--- src/rtl/otp_pkg.sv ---
// Shared definitions for the one-time-pad engine: mode encoding, default
// LFSR constants and the Galois LFSR step function.
package otp_pkg;

  // Request mode encoding on in_mode.
  localparam logic OTP_ENC = 1'b0;
  localparam logic OTP_DEC = 1'b1;

  // Default 8-bit Galois feedback taps and reset seed.
  localparam logic [7:0] DEF_POLY = 8'hB8;
  localparam logic [7:0] DEF_SEED = 8'h01;

  // Widest LFSR the step function handles; callers zero-extend and truncate.
  localparam int LFSR_MAX_W = 64;

  // One Galois step: shift right, fold the taps in when the bit shifted out is 1.
  function automatic logic [LFSR_MAX_W-1:0] lfsr_next(
    input logic [LFSR_MAX_W-1:0] value,
    input logic [LFSR_MAX_W-1:0] poly
  );
    return (value >> 1) ^ (value[0] ? poly : '0);
  endfunction

endpackage

--- src/rtl/otp_lfsr.sv ---
// Pad generator: Galois LFSR that advances only when told to, with a
// synchronous reseed used by the engine's clear.
module otp_lfsr
  import otp_pkg::*;
#(
  parameter int                DATA_W    = 8,
  parameter logic [DATA_W-1:0] LFSR_POLY = DATA_W'(DEF_POLY),
  parameter logic [DATA_W-1:0] SEED      = DATA_W'(DEF_SEED)
) (
  input  logic              clk,
  input  logic              rst,
  input  logic              reseed,
  input  logic              step,
  output logic [DATA_W-1:0] value
);

  // An all-zero LFSR would lock up, so a zero seed is replaced by 1.
  localparam logic [DATA_W-1:0] SEED_EFF = (SEED == '0) ? DATA_W'(1) : SEED;

  logic [DATA_W-1:0] next_value;

  // Next state from the shared step function.
  always_comb begin
    next_value = DATA_W'(lfsr_next(LFSR_MAX_W'(value), LFSR_MAX_W'(LFSR_POLY)));
  end

  // Hold, reseed or advance the register.
  always_ff @(posedge clk) begin
    if (rst || reseed) begin
      value <= SEED_EFF;
    end else if (step) begin
      value <= next_value;
    end
  end

endmodule

--- src/rtl/otp_pad_engine.sv ---
// One-time-pad encrypt/decrypt engine. Encrypt XORs data with a fresh LFSR
// pad and parks the pad in the lowest free slot; decrypt XORs with a stored
// pad and wipes that slot so each pad is used once.
//
// Handshake: a request transfers on a cycle where in_valid & in_ready; a
// result transfers on a cycle where out_valid & out_ready. in_valid/out_valid
// never depend on the opposite ready. While out_valid & ~out_ready the
// output register holds. in_ready = ~clear & (~out_valid | out_ready) is the
// only combinational path through the block.
module otp_pad_engine
  import otp_pkg::*;
#(
  parameter int                DATA_W    = 8,
  parameter int                DEPTH     = 8,
  parameter logic [DATA_W-1:0] LFSR_POLY = DATA_W'(DEF_POLY),
  parameter logic [DATA_W-1:0] SEED      = DATA_W'(DEF_SEED),
  localparam int               IDX_W     = $clog2(DEPTH)
) (
  input  logic              clk,
  input  logic              rst,
  input  logic              clear,
  input  logic              in_valid,
  output logic              in_ready,
  input  logic              in_mode,
  input  logic [IDX_W-1:0]  in_idx,
  input  logic [DATA_W-1:0] in_data,
  output logic              out_valid,
  input  logic              out_ready,
  output logic [DATA_W-1:0] out_data,
  output logic [IDX_W-1:0]  out_idx,
  output logic              out_err,
  output logic [IDX_W:0]    pad_count,
  output logic              full
);

  logic [DATA_W-1:0] pads [DEPTH];
  logic [DEPTH-1:0]  occupied;
  logic [DATA_W-1:0] lfsr_value;
  logic [IDX_W-1:0]  free_idx;
  logic              accept;
  logic              is_enc;
  logic              slot_used;
  logic              enc_ok;
  logic              dec_ok;

  otp_lfsr #(
    .DATA_W    (DATA_W),
    .LFSR_POLY (LFSR_POLY),
    .SEED      (SEED)
  ) u_lfsr (
    .clk    (clk),
    .rst    (rst),
    .reseed (clear),
    .step   (enc_ok),
    .value  (lfsr_value)
  );

  // Handshake and request qualification.
  always_comb begin
    in_ready  = ~clear & (~out_valid | out_ready);
    accept    = in_valid & in_ready;
    full      = (pad_count == (IDX_W+1)'(DEPTH));
    is_enc    = (in_mode == OTP_ENC);
    slot_used = occupied[in_idx];
    enc_ok    = accept & is_enc & ~full;
    dec_ok    = accept & ~is_enc & slot_used;
  end

  // Lowest-index empty slot; scanning downward lets the lowest hit win.
  always_comb begin
    free_idx = '0;
    for (int i = DEPTH - 1; i >= 0; i--) begin
      if (!occupied[i]) begin
        free_idx = IDX_W'(i);
      end
    end
  end

  // Pad store, occupancy and count; clear wipes everything but the output.
  always_ff @(posedge clk) begin
    if (rst || clear) begin
      occupied  <= '0;
      pad_count <= '0;
      for (int i = 0; i < DEPTH; i++) begin
        pads[i] <= '0;
      end
    end else if (enc_ok) begin
      occupied[free_idx] <= 1'b1;
      pads[free_idx]     <= lfsr_value;
      pad_count          <= pad_count + 1'b1;
    end else if (dec_ok) begin
      occupied[in_idx] <= 1'b0;
      pads[in_idx]     <= '0;
      pad_count        <= pad_count - 1'b1;
    end
  end

  // One-deep output register; loads on accept, empties on a drained transfer.
  always_ff @(posedge clk) begin
    if (rst) begin
      out_valid <= 1'b0;
      out_data  <= '0;
      out_idx   <= '0;
      out_err   <= 1'b0;
    end else if (accept) begin
      out_valid <= 1'b1;
      if (is_enc) begin
        out_err  <= full;
        out_data <= full ? '0 : (in_data ^ lfsr_value);
        out_idx  <= full ? '0 : free_idx;
      end else begin
        out_err  <= ~slot_used;
        out_data <= slot_used ? (in_data ^ pads[in_idx]) : '0;
        out_idx  <= in_idx;
      end
    end else if (out_ready) begin
      out_valid <= 1'b0;
    end
  end

endmodule
--- config.mk ---
export PLATFORM = sky130hd
export DESIGN_NAME = otp_pad_engine
export DESIGN_NICKNAME = d
export VERILOG_FILES = /design/src/rtl/otp_pkg.sv /design/src/rtl/otp_lfsr.sv /design/src/rtl/otp_pad_engine.sv
export SDC_FILE = /design/constraint.sdc
export NUM_CORES = 1
export LEC_CHECK = 0
export ABC_AREA = 1
export BUFFER_PORTS_ARGS = -buffer_cell sky130_fd_sc_hd__buf_2
export CAP_MARGIN = 25
export CORE_ASPECT_RATIO = 1.2
export CORE_MARGIN = 1.5
export CORE_UTILIZATION = 30
export CTS_BUF_LIST = sky130_fd_sc_hd__clkbuf_4 sky130_fd_sc_hd__clkbuf_8
export DETAILED_ROUTE_END_ITERATION = 16
export GPL_ROUTABILITY_DRIVEN = 0
export PLACE_DENSITY = 0.47
export RECOVER_POWER = 100
export SYNTH_ARGS = -nofsm -noshare
export SYNTH_HDL_FRONTEND = slang
export SYNTH_SLANG_ARGS = --single-unit
--- constraint.sdc ---
create_clock -name clk -period 5.4 [get_ports clk]
set_input_delay 0.81 -clock clk [delete_from_list [all_inputs] [get_ports clk]]
set_output_delay 0.81 -clock clk [all_outputs]
set_load 0.01 [all_outputs]
==> results by group <==
Run status
  • Status: finished with violations
  • Violations in the final reports: capacitance limit, slew limit

Timing
  • Unrepaired setup endpoints after global routing: no
  • Transition time at the pin with the least slew margin: 1.591 ns
  • Clock skew after layout: 0.01306 ns
  • Worst slew margin: -6.054%
  • Accumulated negative setup slack: 0 ns
  • Upper clock frequency limit: 243.8 MHz
  • Period utilization: 75.96%
  • Final-report max-slew violation count: 36
  • Final critical-path required period: 4.102 ns
  • Setup violators final: 0
  • Final count of hold timing violations: 0

Setup path
  • Worst stage delay on the critical path: 1.12 ns
  • Crit Path Class: in2reg
  • Worst setup SP type: input pin
  • Highest fanout seen on the critical path: 35
  • Crit end category: register
  • Crit path top cell by count: sky130_fd_sc_hd__nand2_4
  • Number of buffers and inverters on the critical path: 2
  • Data required time of the worst path: 5.46 ns
  • Highest-delay cell along the critical path: sky130_fd_sc_hd__clkbuf_1
  • CP arrival: 4.16 ns
  • List of cells traversed by the critical path: clkbuf_1 > inv_2 > nand4_1 > nand2_1 > nor2_4 > nand2_8 > nand2_4 > nand2_2 > nand2_4 > nor2_8 > nand2_4 > nand2_1
  • Delay-heaviest family, CP: buffers and inverters

Drt
  • Number of design rule violations left after detail routing: 0
  • Via count of the routed design: 4007
  • Detailed-route wire length: 14520 um
  • DRT iter0 DRCs: 291
  • Detailed-router iteration count before antenna repair: 5
  • Vias/cell: 4.893
  • Number of routed nets with antenna violations: 0
  • Detail-routed net length per standard cell: 17.73 um

Floorplanning
  • Y dimension of the die: 145.6 um
  • Total I/O pin count: 36
  • Std-Cell Rows: 51
  • Die X-Extent: 121.8 um
  • Area inside the core boundary: 0.01640 sq mm
  • Floorplan die area: 0.01773 sq mm
  • Starting density of the core: 30.98%

Global routing
  • Number of global-route vias before repair: 3945
  • All-Layer GR Usage: 16.99%
  • Initial antenna violation count: 0
  • Largest net degree at the start of global routing: 36
  • Total overflow reported by the global router: 0
  • Wire length of the first global-routing pass: 22350 um

Clocking
  • Clock net sink count: 97
  • Number of buffers on the longest clock path: 2
  • Total CTS buffers: 9
  • Clock transition at the register clock pins on the worst setup and hold paths after CTS: 0.09 ns
  • H-tree lvl count: 3
  • Clock tree from TritonCTS: yes
  • # Post-CTS Setup Buffers: 0
  • Root Driver: sky130_fd_sc_hd__clkbuf_8
  • Post-cts gate resize count: 0
  • Worst-skew pair later-pin latency: 0.38 ns
  • Quantity of hold-fixing buffers added after cts: 0

Finish
  • Number of nets at the end of the flow: 622
  • Area added between synthesis and finish: 9.333%
  • Antenna Cells: 0
  • Share of post-route cells with drive strength above 1: 11.53%
  • Number of inserted filler cells in the final layout: 1682

Yosys
  • Fraction of synthesized area in multiplexers: 0%
  • EDFF count, synth: 64
  • Post-synthesis cell type count: 35
  • Biggest area consumer among synthesized cells: sky130_fd_sc_hd__edfxtp_1
  • Xor/xnor share of the synthesized area: 2.068%
  • Adder and majority cell fraction of the synthesized area: 0.8865%
  • Number of nets in the synthesized netlist: 598
  • Most instantiated cells after synthesis: 116 x sky130_fd_sc_hd__nand2_1, 92 x sky130_fd_sc_hd__nor2_1, 64 x sky130_fd_sc_hd__edfxtp_1
  • Main synth FF type: sky130_fd_sc_hd__edfxtp_1
  • Number of storage elements in the synthesis netlist: 97
  • Compound-gate portion of the synthesized area: 9.653%
  • Share of synthesized flip-flops with an asynchronous set or reset: 0%
  • Most frequently used cell type in the post-synthesis netlist: sky130_fd_sc_hd__nand2_1
  • Most area-consuming cells after synthesis: sky130_fd_sc_hd__edfxtp_1 38%, sky130_fd_sc_hd__dfxtp_1 13%, sky130_fd_sc_hd__nand2_1 8.6%
  • Share of the synthesized area in the top cell type: 37.82%
  • Post-Synthesis Mean Instance Area: 8.791 sq um
  • Syn Inst Count: 578
  • Fraction of the yosys area taken by sequential cells: 50.82%
  • Share of synthesized cell area in and, or, nand and nor gates: 30.51%
  • Post-synthesis instance area: 0.005081 sq mm
  • Yosys Warn Count: 0
  • Combinational family with the most area after synthesis: simple AND/OR/NAND/NOR gates

Placement
  • Half-perimeter wire length of the detailed placement result: 10880 um
  • Number of buffers inserted by port buffering: 35

Power and ir drop
  • Power after layout: 1.386 mW
  • Net Sw Frac: 26.75%
  • Sequential share of power: 59.7%
  • Part of the power in the clock network: 31.4%
  • Pwr Density: 249.4 mW/mm^2
  • Internal power component: 1.015 mW
  • Switching power: 370.7 uW
  • Relative contribution of combinational cells to total power: 9.0%
  • Static leakage: 2.211 nW
  • Worst IR drop on VDD: 103.5 uV

Run
  • Max capacitance violation total: 1

Min path
  • Type of the most critical hold path: reg2reg
layer usage:
metal  up-vias  part of all wire (%)  track usage, %
met5         -                     0               0
met4         0                   2.4           7.529
met3        24                   3.4           2.194
met2        95                    52           29.58
met1      1906                    42           20.70
li1       1982                     -               -
kinds of logic after synthesis:
logic type                 count (synthesis)
buffers and inverters                     74
adders and majority gates                  3
xor gates and xnor gates                  12
and+or+nand+nor                          304
AOI/OAI and AO/OA                         88
DFF                                       97
cells in the final DEF, fill, tap and decap left out, drive strengths merged:
cell,count
buf,15
xor2,8
clkinv,4
fa,1
ha,2
xnor2,4
inv,53
nand4,19
dfxtp,33
a21oi,45
a211oi,4
a22oi,12
nand3b,1
o22ai,3
o221ai,1
or2,3
nand3,39
o21ai,22
nand2,136
edfxtp,64
nor3,1
nor2,105
clkbuf,30
clkinvlp,1
a21o,1
tightest hold or removal path, cell delays in order, from the launching register on:
cell and delay, ns:
sky130_fd_sc_hd__dfxtp_1 0.36, sky130_fd_sc_hd__inv_1 0.08, sky130_fd_sc_hd__a21oi_1 0.06
flip-flops by register name, summed over array words and instances (netlist names):
signal,cells
out_idx,3
out_data,8
u_lfsr.value,8
out_err,1
pads,64
occupied,8
pad_count,4
out_valid,1
per-stage QoR:
stage / cell area (sq um) / setup slack [ns] / std cells / utilization (%) / hold WS, ns
2_1_floorplan: 5081 / 2.810 / 578 / - / 0.4637
3_3_place_gp: 5415 / 1.866 / 803 / 33.02 / 0.5033
3_5_place_dp: 5415 / 1.778 / 803 / 33.02 / 0.5110
4_1_cts: 5584 / 2.193 / 819 / 34.05 / 0.5253
5_1_grt: 5555 / 0.9897 / 819 / 33.88 / 0.5586
6_report: 5555 / 1.298 / 819 / 33.88 / 0.5274
power groups by stage:
| stage | logic, mW | registers, mW | clock network (mW) |
|---|---|---|---|
| finish | 0.124 | 0.827 | 0.435 |
| global route | 0.138 | 0.829 | 0.472 |
| CTS | 0.127 | 0.827 | 0.447 |
| detailed placement | 0.126 | 0.844 | 0 |
| global placement | 0.125 | 0.844 | 0 |
| floorplan | 0.0832 | 0.840 | 0 |
final cells by class:
type | count | area [sq um] | area share, %
tap | 212 | 265.3 | 4.775
timing repair buffer | 36 | 156.4 | 2.815
inverter | 51 | 191.4 | 3.446
clock buffer | 9 | 123.9 | 2.230
clock inverter | 7 | 45.04 | 0.8108
multi-input combinational | 407 | 2191 | 39.44
sequential | 97 | 2582 | 46.49
worst paths after layout:
path,depth (start not counted),slack (ns),start,to
max,12,1.30,in_idx[0],pads[5][7]$_SDFFCE_PN0P_
min,2,0.53,occupied[6]$_SDFFE_PP0P_,occupied[6]$_SDFFE_PP0P_
max reg2reg,11,2.36,out_valid$_SDFFE_PP0P_,pads[5][7]$_SDFFCE_PN0P_
min reg2reg,2,0.53,occupied[6]$_SDFFE_PP0P_,occupied[6]$_SDFFE_PP0P_
(Power assumes the default switching activity.)
